File: src/rtl/i2c_regmap_pkg.sv
// ============================================================================
// Module      : i2c_regmap_pkg
// Description : Shared types and constants for the I2C register-map bridge:
//               controller state encoding, pointer width and the byte
//               returned for reads of unimplemented addresses.
// Revision    : 1.0 - initial release
// ============================================================================
`default_nettype none

package i2c_regmap_pkg;

  localparam int         PTR_W        = 8;
  localparam logic [7:0] READ_DEFAULT = 8'hFF;

  typedef enum logic [2:0] {
    ST_IDLE     = 3'd0,
    ST_GET_PTR  = 3'd1,
    ST_WR_DATA  = 3'd2,
    ST_RD_FETCH = 3'd3,
    ST_RD_WAIT  = 3'd4,
    ST_RD_HOLD  = 3'd5
  } state_t;

endpackage

`default_nettype wire

File: src/rtl/i2c_regmap.sv
// ============================================================================
// Module      : i2c_regmap
// Description : Bridges an I2C slave byte interface to a simple register
//               bus. The first written byte loads the register pointer,
//               following written bytes become register writes, and read
//               requests fetch bytes from the register at the pointer.
//               Register addresses beyond the implemented range drop
//               writes and read back as READ_DEFAULT.
// Config      : define I2C_REGMAP_AUTOINC_EN to advance the pointer after
//               every data byte; otherwise it only changes on pointer load.
// Ports       : clk, rst                     - clock, sync active-high reset
//               i_start/i_stop/i_read/i_write - one-cycle bus event pulses
//               i_write_valid/i_write_data/o_write_ready - received bytes
//               i_read_ready/o_read_valid/o_read_data    - bytes to transmit
//               o_reg_wr_en/o_reg_wr_addr/o_reg_wr_data  - register write
//               o_reg_rd_en/o_reg_rd_addr/i_reg_rd_data  - register read
//                 (i_reg_rd_data valid one cycle after o_reg_rd_en)
// Revision    : 1.0 - initial release
// ============================================================================
`default_nettype none

module i2c_regmap
  import i2c_regmap_pkg::*;
#(
  parameter int               NUM_REGS  = 16,
  parameter logic [PTR_W-1:0] RESET_PTR = 8'h00
) (
  input  logic             clk,
  input  logic             rst,
  input  logic             i_start,
  input  logic             i_stop,
  input  logic             i_read,
  input  logic             i_write,
  input  logic             i_write_valid,
  input  logic [7:0]       i_write_data,
  output logic             o_write_ready,
  input  logic             i_read_ready,
  output logic             o_read_valid,
  output logic [7:0]       o_read_data,
  output logic             o_reg_wr_en,
  output logic [PTR_W-1:0] o_reg_wr_addr,
  output logic [7:0]       o_reg_wr_data,
  output logic             o_reg_rd_en,
  output logic [PTR_W-1:0] o_reg_rd_addr,
  input  logic [7:0]       i_reg_rd_data
);

  // One extra bit so NUM_REGS = 256 compares correctly against an 8-bit ptr.
  localparam logic [PTR_W:0] c_NUM_REGS = (PTR_W + 1)'(NUM_REGS);

  state_t           r_state;
  logic [PTR_W-1:0] r_ptr;
  logic             r_rd_pend;   // read phase active, waiting for i_read_ready
  logic             r_read_valid;
  logic [7:0]       r_read_data;
  logic             r_wr_en;
  logic [PTR_W-1:0] r_wr_addr;
  logic [7:0]       r_wr_data;
  logic             r_rd_en;
  logic [PTR_W-1:0] r_rd_addr;

  logic             w_in_range;
  logic             w_wr_xfer;
  logic             w_bus_evt;
  logic [PTR_W-1:0] w_ptr_adv;

  assign w_in_range = ({1'b0, r_ptr} < c_NUM_REGS);
  assign w_wr_xfer  = i_write_valid && o_write_ready;
  assign w_bus_evt  = i_start || i_stop;

`ifdef I2C_REGMAP_AUTOINC_EN
  assign w_ptr_adv = r_ptr + 8'd1;
`else
  assign w_ptr_adv = r_ptr;
`endif

  always_ff @(posedge clk) begin
    if (rst) begin
      r_state      <= ST_IDLE;
      r_ptr        <= RESET_PTR;
      r_rd_pend    <= 1'b0;
      r_read_valid <= 1'b0;
      r_read_data  <= READ_DEFAULT;
      r_wr_en      <= 1'b0;
      r_wr_addr    <= '0;
      r_wr_data    <= '0;
      r_rd_en      <= 1'b0;
      r_rd_addr    <= '0;
    end else begin
      // Strobes are single-cycle unless re-armed below.
      r_wr_en <= 1'b0;
      r_rd_en <= 1'b0;
      unique case (r_state)
        ST_IDLE: begin
          if (w_bus_evt) begin
            r_rd_pend <= 1'b0;
          end else if (i_write) begin
            r_rd_pend <= 1'b0;
            r_state   <= ST_GET_PTR;
          end else if (i_read || r_rd_pend) begin
            if (i_read_ready) begin
              r_rd_pend <= 1'b0;
              r_rd_en   <= w_in_range;
              r_rd_addr <= r_ptr;
              r_state   <= ST_RD_FETCH;
            end else begin
              r_rd_pend <= 1'b1;
            end
          end
        end
        ST_GET_PTR: begin
          if (w_wr_xfer) begin
            r_ptr <= i_write_data;
          end
          if (w_bus_evt) begin
            r_state <= ST_IDLE;
          end else if (w_wr_xfer) begin
            r_state <= ST_WR_DATA;
          end
        end
        ST_WR_DATA: begin
          // A byte arriving together with stop/start is still written.
          if (w_wr_xfer) begin
            r_wr_en <= w_in_range;
            if (w_in_range) begin
              r_wr_addr <= r_ptr;
              r_wr_data <= i_write_data;
            end
            r_ptr <= w_ptr_adv;
          end
          if (w_bus_evt) begin
            r_state <= ST_IDLE;
          end
        end
        ST_RD_FETCH: begin
          r_state <= w_bus_evt ? ST_IDLE : ST_RD_WAIT;
        end
        ST_RD_WAIT: begin
          if (w_bus_evt) begin
            r_state <= ST_IDLE;
          end else begin
            r_read_data  <= w_in_range ? i_reg_rd_data : READ_DEFAULT;
            r_read_valid <= 1'b1;
            r_state      <= ST_RD_HOLD;
          end
        end
        ST_RD_HOLD: begin
          if (w_bus_evt) begin
            // Abort: the fetched byte is discarded and ptr is left alone.
            r_read_valid <= 1'b0;
            r_state      <= ST_IDLE;
          end else if (i_read_ready) begin
            r_read_valid <= 1'b0;
            r_ptr        <= w_ptr_adv;
            r_rd_pend    <= 1'b1;
            r_state      <= ST_IDLE;
          end
        end
        default: begin
          r_state <= ST_IDLE;
        end
      endcase
    end
  end

  assign o_write_ready = (r_state == ST_GET_PTR) || (r_state == ST_WR_DATA);
  assign o_read_valid  = r_read_valid;
  assign o_read_data   = r_read_data;
  assign o_reg_wr_en   = r_wr_en;
  assign o_reg_wr_addr = r_wr_addr;
  assign o_reg_wr_data = r_wr_data;
  assign o_reg_rd_en   = r_rd_en;
  assign o_reg_rd_addr = r_rd_addr;

endmodule

`default_nettype wire

File: config.mk
export PLATFORM = sky130hd
export DESIGN_NAME = i2c_regmap
export DESIGN_NICKNAME = d
export VERILOG_FILES = /design/src/rtl/i2c_regmap_pkg.sv /design/src/rtl/i2c_regmap.sv
export SDC_FILE = /design/constraint.sdc
export NUM_CORES = 1
export LEC_CHECK = 0
export ABC_AREA = 1
export ABC_CLOCK_PERIOD_IN_PS = 1110
export BUFFER_PORTS_ARGS = -buffer_cell sky130_fd_sc_hd__buf_2
export CAP_MARGIN = 5
export CORE_MARGIN = 2
export CORE_UTILIZATION = 45
export CTS_CLUSTER_SIZE = 14
export DETAILED_ROUTE_END_ITERATION = 12
export GPL_TIMING_DRIVEN = 0
export PLACE_DENSITY = 0.75
export SKIP_CTS_REPAIR_TIMING = 1
export SYNTH_ARGS = -nofsm -noshare
export SYNTH_HDL_FRONTEND = slang
export SYNTH_SLANG_ARGS = --single-unit
File: constraint.sdc
create_clock -name clk -period 1.11 [get_ports clk]
set_input_delay 0.1665 -clock clk [delete_from_list [all_inputs] [get_ports clk]]
set_output_delay 0.1665 -clock clk [all_outputs]
set_load 0.01 [all_outputs]
==> After elaboration in Yosys (flattened, before gate mapping) <==
Cells that the tools add are included.
{ "word_totals": {"regBits": 47, "inputBits": 24, "output_inout_bits": 36, "word_cells": 73} }
{ "op_classes": {"n_lt_le_gt_ge": 1, "eq_ne": 15, "muxes": 24, "bitwise_logic": 7, "n_reduce_logical": 16} }
{ "ops": {"columns": ["cell", "count"], "rows": [
  ["2-to-1 mux 3 bit", 11],
  ["one-hot mux 3 bit (6 select lines)", 1],
  ["inequality test 3 bit (second input constant)", 4],
  ["inequality test 2 bit (second input constant)", 5],
  ["2-to-1 mux 1 bit", 9],
  ["< comparator 8 x 5 -> 1 bit (second input constant)", 1],
  ["2-to-1 mux 8 bit", 1],
  ["inverter 1 bit", 7],
  ["equality test 3 x 2 -> 1 bit (second input constant)", 2],
  ["equality test 3 bit (second input constant)", 2],
  ["AND reduction 3 bit", 2],
  ["AND reduction 6 bit", 1],
  ["OR reduction 6 bit", 1],
  ["AND reduction 5 bit", 1],
  ["inequality test 4 bit (second input constant)", 1],
  ["one-hot mux 1 bit (2 select lines)", 2],
  ["AND reduction 2 bit", 2],
  ["AND reduction 4 bit", 1],
  ["nonzero test 2 bit", 2],
  ["equality test 3 x 1 -> 1 bit (second input constant)", 1],
  ["zero test 3 bit", 1],
  ["logical OR 1 bit", 3],
  ["OR reduction 3 bit", 1],
  ["logical AND 1 bit", 1]
]} }

==> Longest topological paths before layout <==
Gate-level depths: netlist of run 1.
{ "depth": {"depth_word": 6, "ltp_mapped": 9} }

==> Least setup slack after synthesis of run 1 <==
No wires, ideal clock.
{ "synth_timing": {"path_kind": "reg2reg", "from": "reg r_state[0]", "to": "reg r_rd_addr[2], in the netlist o_reg_rd_addr[2]", "arrival_ns": 1.137, "t_required_ns": 1.044, "slack_ns": -0.093, "path_stages_with_launch": 9, "n_path_buf": 1, "synth_period_minus_slack_ns": 1.203, "cell_sequence": "dfxtp_1 > nor2_2 > nand2_2 > nor2_4 > nand2_4 > clkinv_4 > buf_12 > o21ai_2 > a21oi_2"} }
{ "synth_between": {"elab_chain_len": 2} }
{ "synth_lines": {"columns": ["element", "line", "text"], "rows": [
  ["from (decl)", "i2c_regmap.sv:51", "state_t r_state;"],
  ["from (signal assigned)", "i2c_regmap.sv:136", "r_state <= w_bus_evt ? ST_IDLE : ST_RD_WAIT;"],
  ["zero test 3 bit", "i2c_regmap.sv:93", "unique case (r_state)"],
  ["AND reduction 5 bit (no line)", null, null],
  ["to (signal assigned)", "i2c_regmap.sv:104", "r_rd_addr <= r_ptr;"],
  ["to (decl)", "i2c_regmap.sv:60", "logic [PTR_W-1:0] r_rd_addr;"]
]} }
Every way passes these cells.
A chain may end at the register's enable or synchronous reset.

==> Final worst setup path of run 1 <==
{ "layout_timing": {"from": "reg r_state[2]", "to": "out o_write_ready"} }
{ "layout_between": {"elab_chain_len": 2, "elab_cells_between_ends": 3, "cone_classes": "eq/ne (2); reduce/logical (1)"} }
{ "layout_lines": {"columns": ["element", "line", "text"], "rows": [
  ["equality test 3 x 1 -> 1 bit or equality test 3 x 2 -> 1 bit (tied branches)", "i2c_regmap.sv:166", "assign o_write_ready = (r_state == ST_GET_PTR) || (r_state == ST_WR_DATA);"],
  ["logical OR 1 bit (*)", "i2c_regmap.sv:166", null],
  ["to (decl)", "i2c_regmap.sv:36", "output logic o_write_ready,"]
]} }
Every way passes the cells marked *; elsewhere a longest branch is shown, timed or not.

==> run summary, run 1 <==
Status = finished, violations left
Violated checks = negative setup slack
Initial DRC Count = 62
I/O Pins = 60
FFs w/ async S/R, synth = 0
Root Driver = clkbuf_8
Maximum vdd drop = 0.00101 V
First-pass GRT wire length = 6350 µm
Crit-path slowest cell = dfxtp_2
DRC = 0
Final Cell Area = 2580 µm²
Post-synth EDFFs = 0
Area grow syn2layout = 38.0%
Max_slew headroom = 0.640
Slew @ Worst Pin = 0.540 ns
Cells after Synth = 240
Finish-stage setup viols = 47
Synth top area cells = dfxtp_1 (50%), nor2_1 (10%), o21ai_0 (9.6%)
Reg2Reg Launch Point = r_state[2]
Sequential share of power = 0.405
Syn Nets = 264
Ys Warns = 0
GRT overflow = 0
Critical path type = reg -> out
Worst path max stage delay = 0.32 ns
Crit. Startpoint = r_state[2]
TritonCTS clock tree = built
Ant. Diodes = 0
Worst setup EP type = output pin
Clk pwr share = 0.303
Leading cell types in the layout, fill and taps excluded = buf_2 (59), nor2_1 (45), dfxtp_1 (44)
Antenna-violating nets left = 0
CTS H-Tree Depth = 2
DIE AREA = 4680 µm²
Detailed placement HPWL = 3030 µm
Internal Pwr Total = 3.43 mW
Post-layout nets = 339
Starting Density = 0.467
Area after DPL = 2250 µm²
Largest area contributor in the netlist = dfxtp_1
Vias = 1798
Most common cell on crit path = buf_6
RSZ-0062 raised after global routing = true
Clock sink count = 47
Sw Ratio = 0.315
Placement Setup Slack = -0.291 ns
Worst-Skew Late Latency = 0.31 ns
Vias in the first global route = 1456
Reg clk slew, reported paths = 0.09 ns
Crit-path cells = buf_6 > nor3_2 > or2_4 > buf_6
CP Max Fanout = 6
Longest Clk Path Bufs = 2
Total CTS buffers = 5
Cell area after synthesis = 1870 µm²
Period utilisation layout = 1.22
Final cell count without fillers = 366
Fmax = 0.740 GHz
Power Total = 5.01 mW
Logic pwr share = 0.292
Antenna violations before repair = 0
Min-delay src = i_reg_rd_data[4]
Delay-heaviest family, CP = simple AND/OR/NAND/NOR gates
Synth unique cells = 28
Register area share after synthesis = 0.504
Pleak = 1.18 nW
# port buffers = 59
Worst hold path class = in -> reg
Critical Path Start Type = flip-flop
Yosys reg bits = 47
Max-Cap Viols = 0
Worst clock skew = 0.0105 ns
Worst Path Required = 0.94 ns
Routed wire length = 4400 µm
CORE AREA = 4000 µm²
Die Y = 68.4 µm
Avg Synthesized Cell Area = 7.78 µm²
Drt first pass iters = 4
Switching power = 1.58 mW
Wirelength per Cell = 12.0 µm
TNS Setup = -5.61 ns
Final hold vios = 0
Total GRT Usage = 0.183
Leading register cell type out of synthesis = dfxtp_1
Commonest non-fill, non-tap cell in the layout = buf_2
CP bufs+invs = 2
Final Worst Setup Slack = -0.241 ns
PD cells = 1940 nW/µm²
Layout cells sized above 1 = 0.373
Die width = 68.4 µm
Critical path data arrival time = 1.18 ns
Rows = 23
Min Tclk post-route = 1.35 ns
Inst Count DP = 349
RePlAce Congestion = 0.796
Share of the synthesized area in the top cell type = 0.504
Vias/cell = 4.91
Max-slew violations = 0
Largest net degree at the start of global routing = 17
-- final timing paths --
check / end / cells after the start / slack (ns)
max: o_write_ready / 4 / -0.24
min: o_read_data[4] / 3 / 0.07
max reg2reg: o_reg_rd_addr[2] / 10 / -0.21
min reg2reg: o_reg_wr_addr[7] / 2 / 0.44
-- metrics by stage --
stage | hold WS [ns] | util
after floorplan | 0.246 | -
after global placement | 0.402 | 0.563
after detailed placement | 0.402 | 0.563
after CTS | 0.0809 | 0.598
after global routing | 0.0793 | 0.645
final | 0.0742 | 0.645
-- flip-flops by register name (all words and copies together), names as in the netlist --
| register | cells |
|---|---|
| o_reg_rd_en | 1 |
| r_rd_pend | 1 |
| r_state | 3 |
| o_read_valid | 1 |
| r_ptr | 8 |
| o_read_data | 8 |
| o_reg_wr_addr | 8 |
| o_reg_wr_data | 8 |
| o_reg_wr_en | 1 |
| o_reg_rd_addr | 8 |
-- routing by layer --
metal / GRT usage / share of wire
met2: 0.294 / 0.46
met1: 0.230 / 0.46
met5: 0 / 0
met3: 0.0526 / 0.063
met4: 0.0675 / 0.014
-- worst register-to-register path, delay by kind of cell (launching register included) --
family	cells	cell delay, ns
AOI/OAI and AO/OA	2	0.16
buffers and inverters	5	0.54
DFF	1	0.32
and+or+nand+nor	3	0.27
-- power groups by stage --
stage	combinational (mW)	sequential, mW	clock [mW]
after global placement	1.09	2.04	0
after CTS	1.11	2.01	1.54
after global routing	1.60	2.05	1.60
after floorplan	0.726	2.08	0
after detailed placement	1.10	2.04	0
final	1.46	2.03	1.52
-- cell type report --
class                           count  area [µm²]
Timing Repair Buffer               66         375
Sequential cell                    47         950
Inverter                           21        88.8
Multi-Input combinational cell    164         873
Clock inverter                      3        71.3
Fill cell                         356        1420
Timing Repair inverter              1        7.51
Clock buffer                        5        68.8
Buffer                              9        81.3
Tap cell                           50        62.6
-- cell usage after synthesis (2+ instances only) --
| master | n |
|---|---|
| a21oi_1 | 20 |
| a21oi_2 | 2 |
| buf_2 | 3 |
| clkbuf_1 | 3 |
| dfxtp_1 | 47 |
| inv_1 | 17 |
| inv_2 | 3 |
| nand2_1 | 26 |
| nand2_4 | 2 |
| nand3_1 | 9 |
| nor2_1 | 51 |
| nor2_2 | 2 |
| nor2_4 | 2 |
| nor3_1 | 3 |
| o21ai_0 | 36 |
| o21ai_2 | 2 |
-- logic make-up (layout without fill, tap and decap cells) --
family / after synthesis / count (layout) / synth area share
and+or+nand+nor: 101 / 102 / 0.242
AOI/OAI and AO/OA: 62 / 62 / 0.175
buffers and inverters: 30 / 105 / 0.0797
DFF: 47 / 47 / 0.504
Power figures use the tool's default switching activity.
==> inputs of run 2 (changes only) <==
- SKIP_CTS_REPAIR_TIMING: 1 -> default
==> run 2 against run 1 <==
The run still ends with negative setup slack left. Critical endpoint is now r_state[1]. Largest power group unchanged. First-iteration DRC count up 69%. Setup slack worse by 0.092 ns. Largest cell class is now multi-input gates. Worst hold slack worse by 0.0026 ns.
==> run summary, run 2 (synthesis results as in run 1) <==
Finish-stage setup viols = 48 (+2.1%)
Die Y = 68.4 µm (unchanged)
I/O Pins = 60 (unchanged)
Clock sink count = 47 (unchanged)
Final cell count without fillers = 376 (+2.7%)
Status = finished, violations left
PD cells = 1930 nW/µm² (-0.33%)
Power Total = 5.52 mW (+10%)
Maximum vdd drop = 0.00108 V (+7.5%)
FF-to-FF End = r_state[1]
Worst-Skew Late Latency = 0.31 ns (about the same)
Reg2Reg Launch Point = r_state[2]
Worst Path Required = 1.31 ns (+0.37 ns)
Min Tclk post-route = 1.44 ns (+0.0924 ns)
Critical path type = reg -> reg
CP Max Fanout = 6 (unchanged)
Commonest non-fill, non-tap cell in the layout = buf_2
Min-delay src = i_reg_rd_data[2]
Max-slew violations = 0 (unchanged)
Worst setup EP type = flip-flop
DRC = 0 (unchanged)
RSZ-0062 raised after global routing = true
Hold path depth = 3 (unchanged)
Die width = 68.4 µm (unchanged)
First-pass GRT wire length = 7420 µm (+17%)
Hold buffer count at cts = 0
Post-layout nets = 349 (+2.9%)
Starting Density = 0.467 (unchanged)
Drt first pass iters = 5 (+1)
Worst clock skew = 0.00798 ns (-0.00257 ns)
TritonCTS clock tree = built
Inst Count DP = 349 (unchanged)
Violated checks = negative setup slack
GRT busiest layer = met2
FF-to-FF path depth = 8 (-2)
Met2 Use GR = 0.362 (+0.0673)
Worst Hold End = o_read_data[2]
Fmax = 0.693 GHz (-6.4%)
Critical Path Start Type = flip-flop
Wirelength per Cell = 15.2 µm (+27%)
Final Worst Setup Slack = -0.334 ns (-0.0924 ns)
Vias in the first global route = 1656 (+14%)
GR met3 Demand/Resource = 0.0559 (+0.00329)
CORE AREA = 4000 µm² (unchanged)
M1 GR Usage = 0.257 (+0.0267)
Antenna-violating nets left = 0 (unchanged)
Detailed placement HPWL = 3030 µm (unchanged)
TNS Setup = -10.39 ns (-4.78 ns)
Placement Setup Slack = -0.291 ns (unchanged)
Layout cells sized above 1 = 0.494 (+0.120)
Worst hold path class = in -> reg
Vias/cell = 5.29 (+7.7%)
Pleak = 1.27 nW (+7.8%)
Area grow syn2layout = 52.7%
Max-Cap Viols = 0 (unchanged)
Ant. Diodes = 0 (unchanged)
Antenna violations before repair = 0 (unchanged)
Final hold vios = 0 (unchanged)
# port buffers = 59 (unchanged)
R2r setup slk = -0.33 ns (-0.12 ns)
CTS H-Tree Depth = 2 (unchanged)
Fillers = 301 (-15%)
Root Driver = clkbuf_8
RePlAce Congestion = 0.796 (unchanged)
DIE AREA = 4680 µm² (unchanged)
Initial DRC Count = 105 (+69%)
Total CTS buffers = 5 (unchanged)
Longest Clk Path Bufs = 2 (unchanged)
Reg clk slew, reported paths = 0.09 ns (about the same)
Vias = 1989 (+11%)
Slew @ Worst Pin = 0.671 ns (+0.131 ns)
GRT overflow = 0 (unchanged)
Critical path data arrival time = 1.65 ns (+0.47 ns)
Max_slew headroom = 0.553 (-0.0866)
Routed wire length = 5720 µm (+30%)
Period utilisation layout = 1.30 (+0.0833)
Leading cell types in the layout, fill and taps excluded = buf_2 (59), dfxtp_1 (44), nor2_1 (40)
Largest net degree at the start of global routing = 17 (unchanged)
Total GRT Usage = 0.214 (+0.0314)
Rows = 23 (unchanged)
-- run 2: changes by cell type in the layout (fill, tap and decap cells not counted), moves of 3 or more --
cell     previous run  this run
o21ai_2             2        11
a21oi_1            19         8
o21ai_1            27        17
a21oi_2             3        14
nor2_1             45        40
buf_4               5         9
buf_6               6        11
nor2_2              6        10
nand3_1             8         5
-- run 2: final cells by class --
type                    instances  area, µm²  share of cell area
clock buffers                   5       68.8              0.0241
inverters                      21       98.8              0.0346
multi-input cells             164       1030               0.363
flip-flops and latches         47        950               0.333
clock inverters                 3       71.3              0.0250
well taps                      50       62.6              0.0219
repair buffers                 76        479               0.168
plain buffers                   9       81.3              0.0285
repair inverters                1       6.26             0.00219
-- run 2: worst max path at each step --
stage / startpoint / end / slack, ns / cells past startpoint
after floorplan: r_state[2] / o_reg_wr_data[5] / -0.05 / 7
after global placement: i_stop / o_read_valid / -0.30 / 6
after detailed placement: i_stop / o_read_valid / -0.29 / 6
after CTS: r_state[0] / o_write_ready / -0.23 / 4
after global routing: r_state[2] / r_state[1] / -0.40 / 8
final: r_state[2] / r_state[1] / -0.33 / 8
-- run 2: per-layer routing --
metal | vias up | wire (µm)
met5 | - | 0
met4 | 0 | 98
met3 | 11 | 333
met2 | 78 | 2890
met1 | 951 | 2400
li1 | 949 | -
-- run 2: stage by stage --
stage	hold slack (ns)	util	cell area (µm²)
5_1_grt	0.0792	0.713	2850
3_5_place_dp	0.402	0.563	2250
2_1_floorplan	0.246	-	1900
3_3_place_gp	0.402	0.563	2250
4_1_cts	0.0708	0.658	2630
6_report	0.0715	0.713	2850
-- run 2: report_power, final --
group | leakage (nW) | switching (mW) | total (mW) | internal (mW)
sequential | 0.383 | 0.159 | 2.05 | 1.89
combinational | 0.815 | 1.08 | 1.93 | 0.855
clock | 0.0703 | 0.623 | 1.54 | 0.914
-- run 2: critical path, stage by stage, from the launching register on --
cell	delay, ns
dfxtp_2	0.32
buf_6	0.13
buf_8	0.15
nor2_2	0.19
nand3_2	0.13
nor2_2	0.16
nor2_2	0.06
a21oi_1	0.15
nor2_1	0.06
-- run 2: what timing repair did --
| item | CTS | global route |
|---|---|---|
| hold endpoints to repair | 0 | 0 |
| resized for setup | 51 | 50 |
| cloned | 3 | 3 |
| pin swaps | 16 | 17 |
| endpoints found under the setup margin | 46 | 48 |
| buffers inserted | 9 | 4 |
==> inputs of run 3 (changes only) <==
- ABC_CLOCK_PERIOD_IN_PS: 1110 -> 1250
- clock period: 1.11 -> 1.25 ns (I/O delays scaled with it)
==> run 3 against run 2 <==
The run still ends with negative setup slack left. Combinational power is 20% lower. Global-route usage is 2.0 points lower. Non-clock buffer count is 2 lower. Sequential share of layout area is 1.3 points higher. Register-to-register slack better by 0.22 ns. Sequential power is 10% lower. Final cell count is 0.80% lower. Die area stayed put. Worst hold slack better by 0.039 ns.
==> run summary, run 3 (synthesis results as in run 1) <==
Maximum vdd drop = 0.000953 V (-12%)
Longest Clk Path Bufs = 2 (unchanged)
Hold path depth = 3 (unchanged)
Multi-input gate area = 977 µm² (-5.6%)
Min Tclk post-route = 1.37 ns
CP bufs+invs = 2 (unchanged)
FF-to-FF End = r_state[1]
Power Total = 4.51 mW (-18%)
Rows = 23 (unchanged)
Slew @ Worst Pin = 0.523 ns (-0.147 ns)
R2r setup slk = -0.11 ns (+0.22 ns)
DRC = 0 (unchanged)
# port buffers = 59 (unchanged)
Area after DPL = 2230 µm² (-1.2%)
Drt first pass iters = 4 (-1)
Delay-heaviest family, CP = flip-flops
Final hold slack = 0.110 ns (+0.0388 ns)
TritonCTS clock tree = built
CTS H-Tree Depth = 2 (unchanged)
Leading cell types in the layout, fill and taps excluded = buf_2 (59), dfxtp_1 (44), nor2_1 (40)
Reg2Reg Launch Point = r_state[1]
Post-layout nets = 346 (-0.86%)
Max-slew violations = 0 (unchanged)
Placement Setup Slack = -0.171 ns (+0.119 ns)
Die Y = 68.4 µm (unchanged)
Inst Count DP = 349 (unchanged)
Worst path max stage delay = 0.40 ns (+0.08 ns)
CP Max Fanout = 5 (-1)
Antenna-violating nets left = 0 (unchanged)
Final hold vios = 0 (unchanged)
Vias = 1875 (-5.7%)
RePlAce Congestion = 0.774 (-2.7%)
GRT overflow = 0 (unchanged)
Critical Path Start Type = flip-flop
Status = finished, violations left
Routed wire length = 4920 µm (-14%)
Area grow syn2layout = 47.4%
Worst setup EP type = output pin
PD cells = 1640 nW/µm² (-15%)
Worst Path Required = 1.06 ns (-0.25 ns)
Detailed placement HPWL = 3000 µm (-0.83%)
Finish-stage setup viols = 40 (-17%)
Clock sink count = 47 (unchanged)
Violated checks = negative setup slack
FF-to-FF path depth = 7 (-1)
RSZ-0062 raised after global routing = true
Antenna violations before repair = 0 (unchanged)
Critical path type = reg -> out
First-pass GRT wire length = 6760 µm (-8.9%)
Total CTS buffers = 5 (unchanged)
Fillers = 321 (+6.6%)
Die width = 68.4 µm (unchanged)
Worst Hold End = o_reg_wr_data[3]
FF+latch area = 952 µm² (+0.26%)
Wirelength per Cell = 13.2 µm (-13%)
Pleak = 1.22 nW (-4.0%)
Worst clock skew = 0.0118 ns (+0.00383 ns)
Final cell count without fillers = 373 (-0.80%)
Largest net degree at the start of global routing = 17 (unchanged)
Ant. Diodes = 0 (unchanged)
I/O Pins = 60 (unchanged)
Layout cells sized above 1 = 0.464 (-0.0295)
Reg clk slew, reported paths = 0.10 ns (about the same)
Crit-path slowest cell = dfxtp_4
Max_slew headroom = 0.651 (+0.0978)
Starting Density = 0.467 (unchanged)
Final Worst Setup Slack = -0.124 ns (+0.210 ns)
Root Driver = clkbuf_8
Fmax = 0.728 GHz
Commonest non-fill, non-tap cell in the layout = buf_2
Vias/cell = 5.03 (-5.0%)
TNS Setup = -1.88 ns (+8.51 ns)
Max-Cap Viols = 0 (unchanged)
Util after Layout = 0.688 (-0.0247)
Worst hold path class = in -> reg
DIE AREA = 4680 µm² (unchanged)
Crit-path cells = inv_4 > nor3_4 > or2_4 > buf_6
Critical path data arrival time = 1.19 ns (-0.46 ns)
Worst-Skew Late Latency = 0.30 ns (about the same)
Period utilisation layout = 1.10
Final Cell Area = 2750 µm² (-3.5%)
Vias in the first global route = 1508 (-8.9%)
Total GRT Usage = 0.194 (-0.0202)
CORE AREA = 4000 µm² (unchanged)
Initial DRC Count = 48 (-54%)
Min-delay src = i_write_data[3]
## run 3: cell types whose count changed in the layout (fill, tap and decap cells not counted), moves of 4 or more
cell | previous run | this run
o21ai_1 | 17 | 6
a21oi_1 | 8 | 14
o21ai_2 | 11 | 15
o21ai_0 | 9 | 18
a21oi_2 | 14 | 8
buf_6 | 11 | 5
## run 3: how the worst max path moves through the flow
stage                    start                to  slack (ns)  cells past startpoint
finish              r_state[1]     o_write_ready       -0.12                      4
floorplan           r_state[0]  o_reg_rd_addr[2]        0.05                      8
global route        r_state[1]  o_reg_wr_data[2]       -0.19                      7
CTS                 r_state[2]     o_write_ready       -0.11                      4
detailed placement      i_stop      o_read_valid       -0.17                      6
global placement        i_stop      o_read_valid       -0.16                      6
## run 3: worst reg2reg max path: cells and delay by family, from the launching register on
family	cells	cell delay, ns
compound gates	1	0.13
simple gates	5	0.56
buf+inv	1	0.16
flops	1	0.40
## run 3: timing repair
action	CTS	global route
buffers inserted	3	10
setup endpoints to repair	39	44
gates resized for setup	22	72
pin swaps	4	26
cloned	1	3
hold buffers	0	0
## run 3: power breakdown
part	switching (mW)	internal (mW)	leakage, nW
clock network	0.534	0.603	0.0548
registers	0.159	1.68	0.383
logic	0.844	0.697	0.780
total	1.54	2.98	1.22
## run 3: layout make-up
type                    count  area share
repair buffers             75       0.174
clock buffers               5      0.0250
clock inverters             3      0.0168
plain buffers               8      0.0241
inverters                  21      0.0368
multi-input cells         164       0.355
flip-flops and latches     47       0.346
well taps                  50      0.0227
## run 3: per-layer routing
| metal | track usage | share of wire | vias to the layer above |
|---|---|---|---|
| li1 | - | - | 953 |
| met1 | 0.241 | 0.43 | 845 |
| met2 | 0.320 | 0.48 | 68 |
| met5 | 0 | 0 | - |
| met3 | 0.0625 | 0.072 | 9 |
| met4 | 0.0550 | 0.014 | 0 |
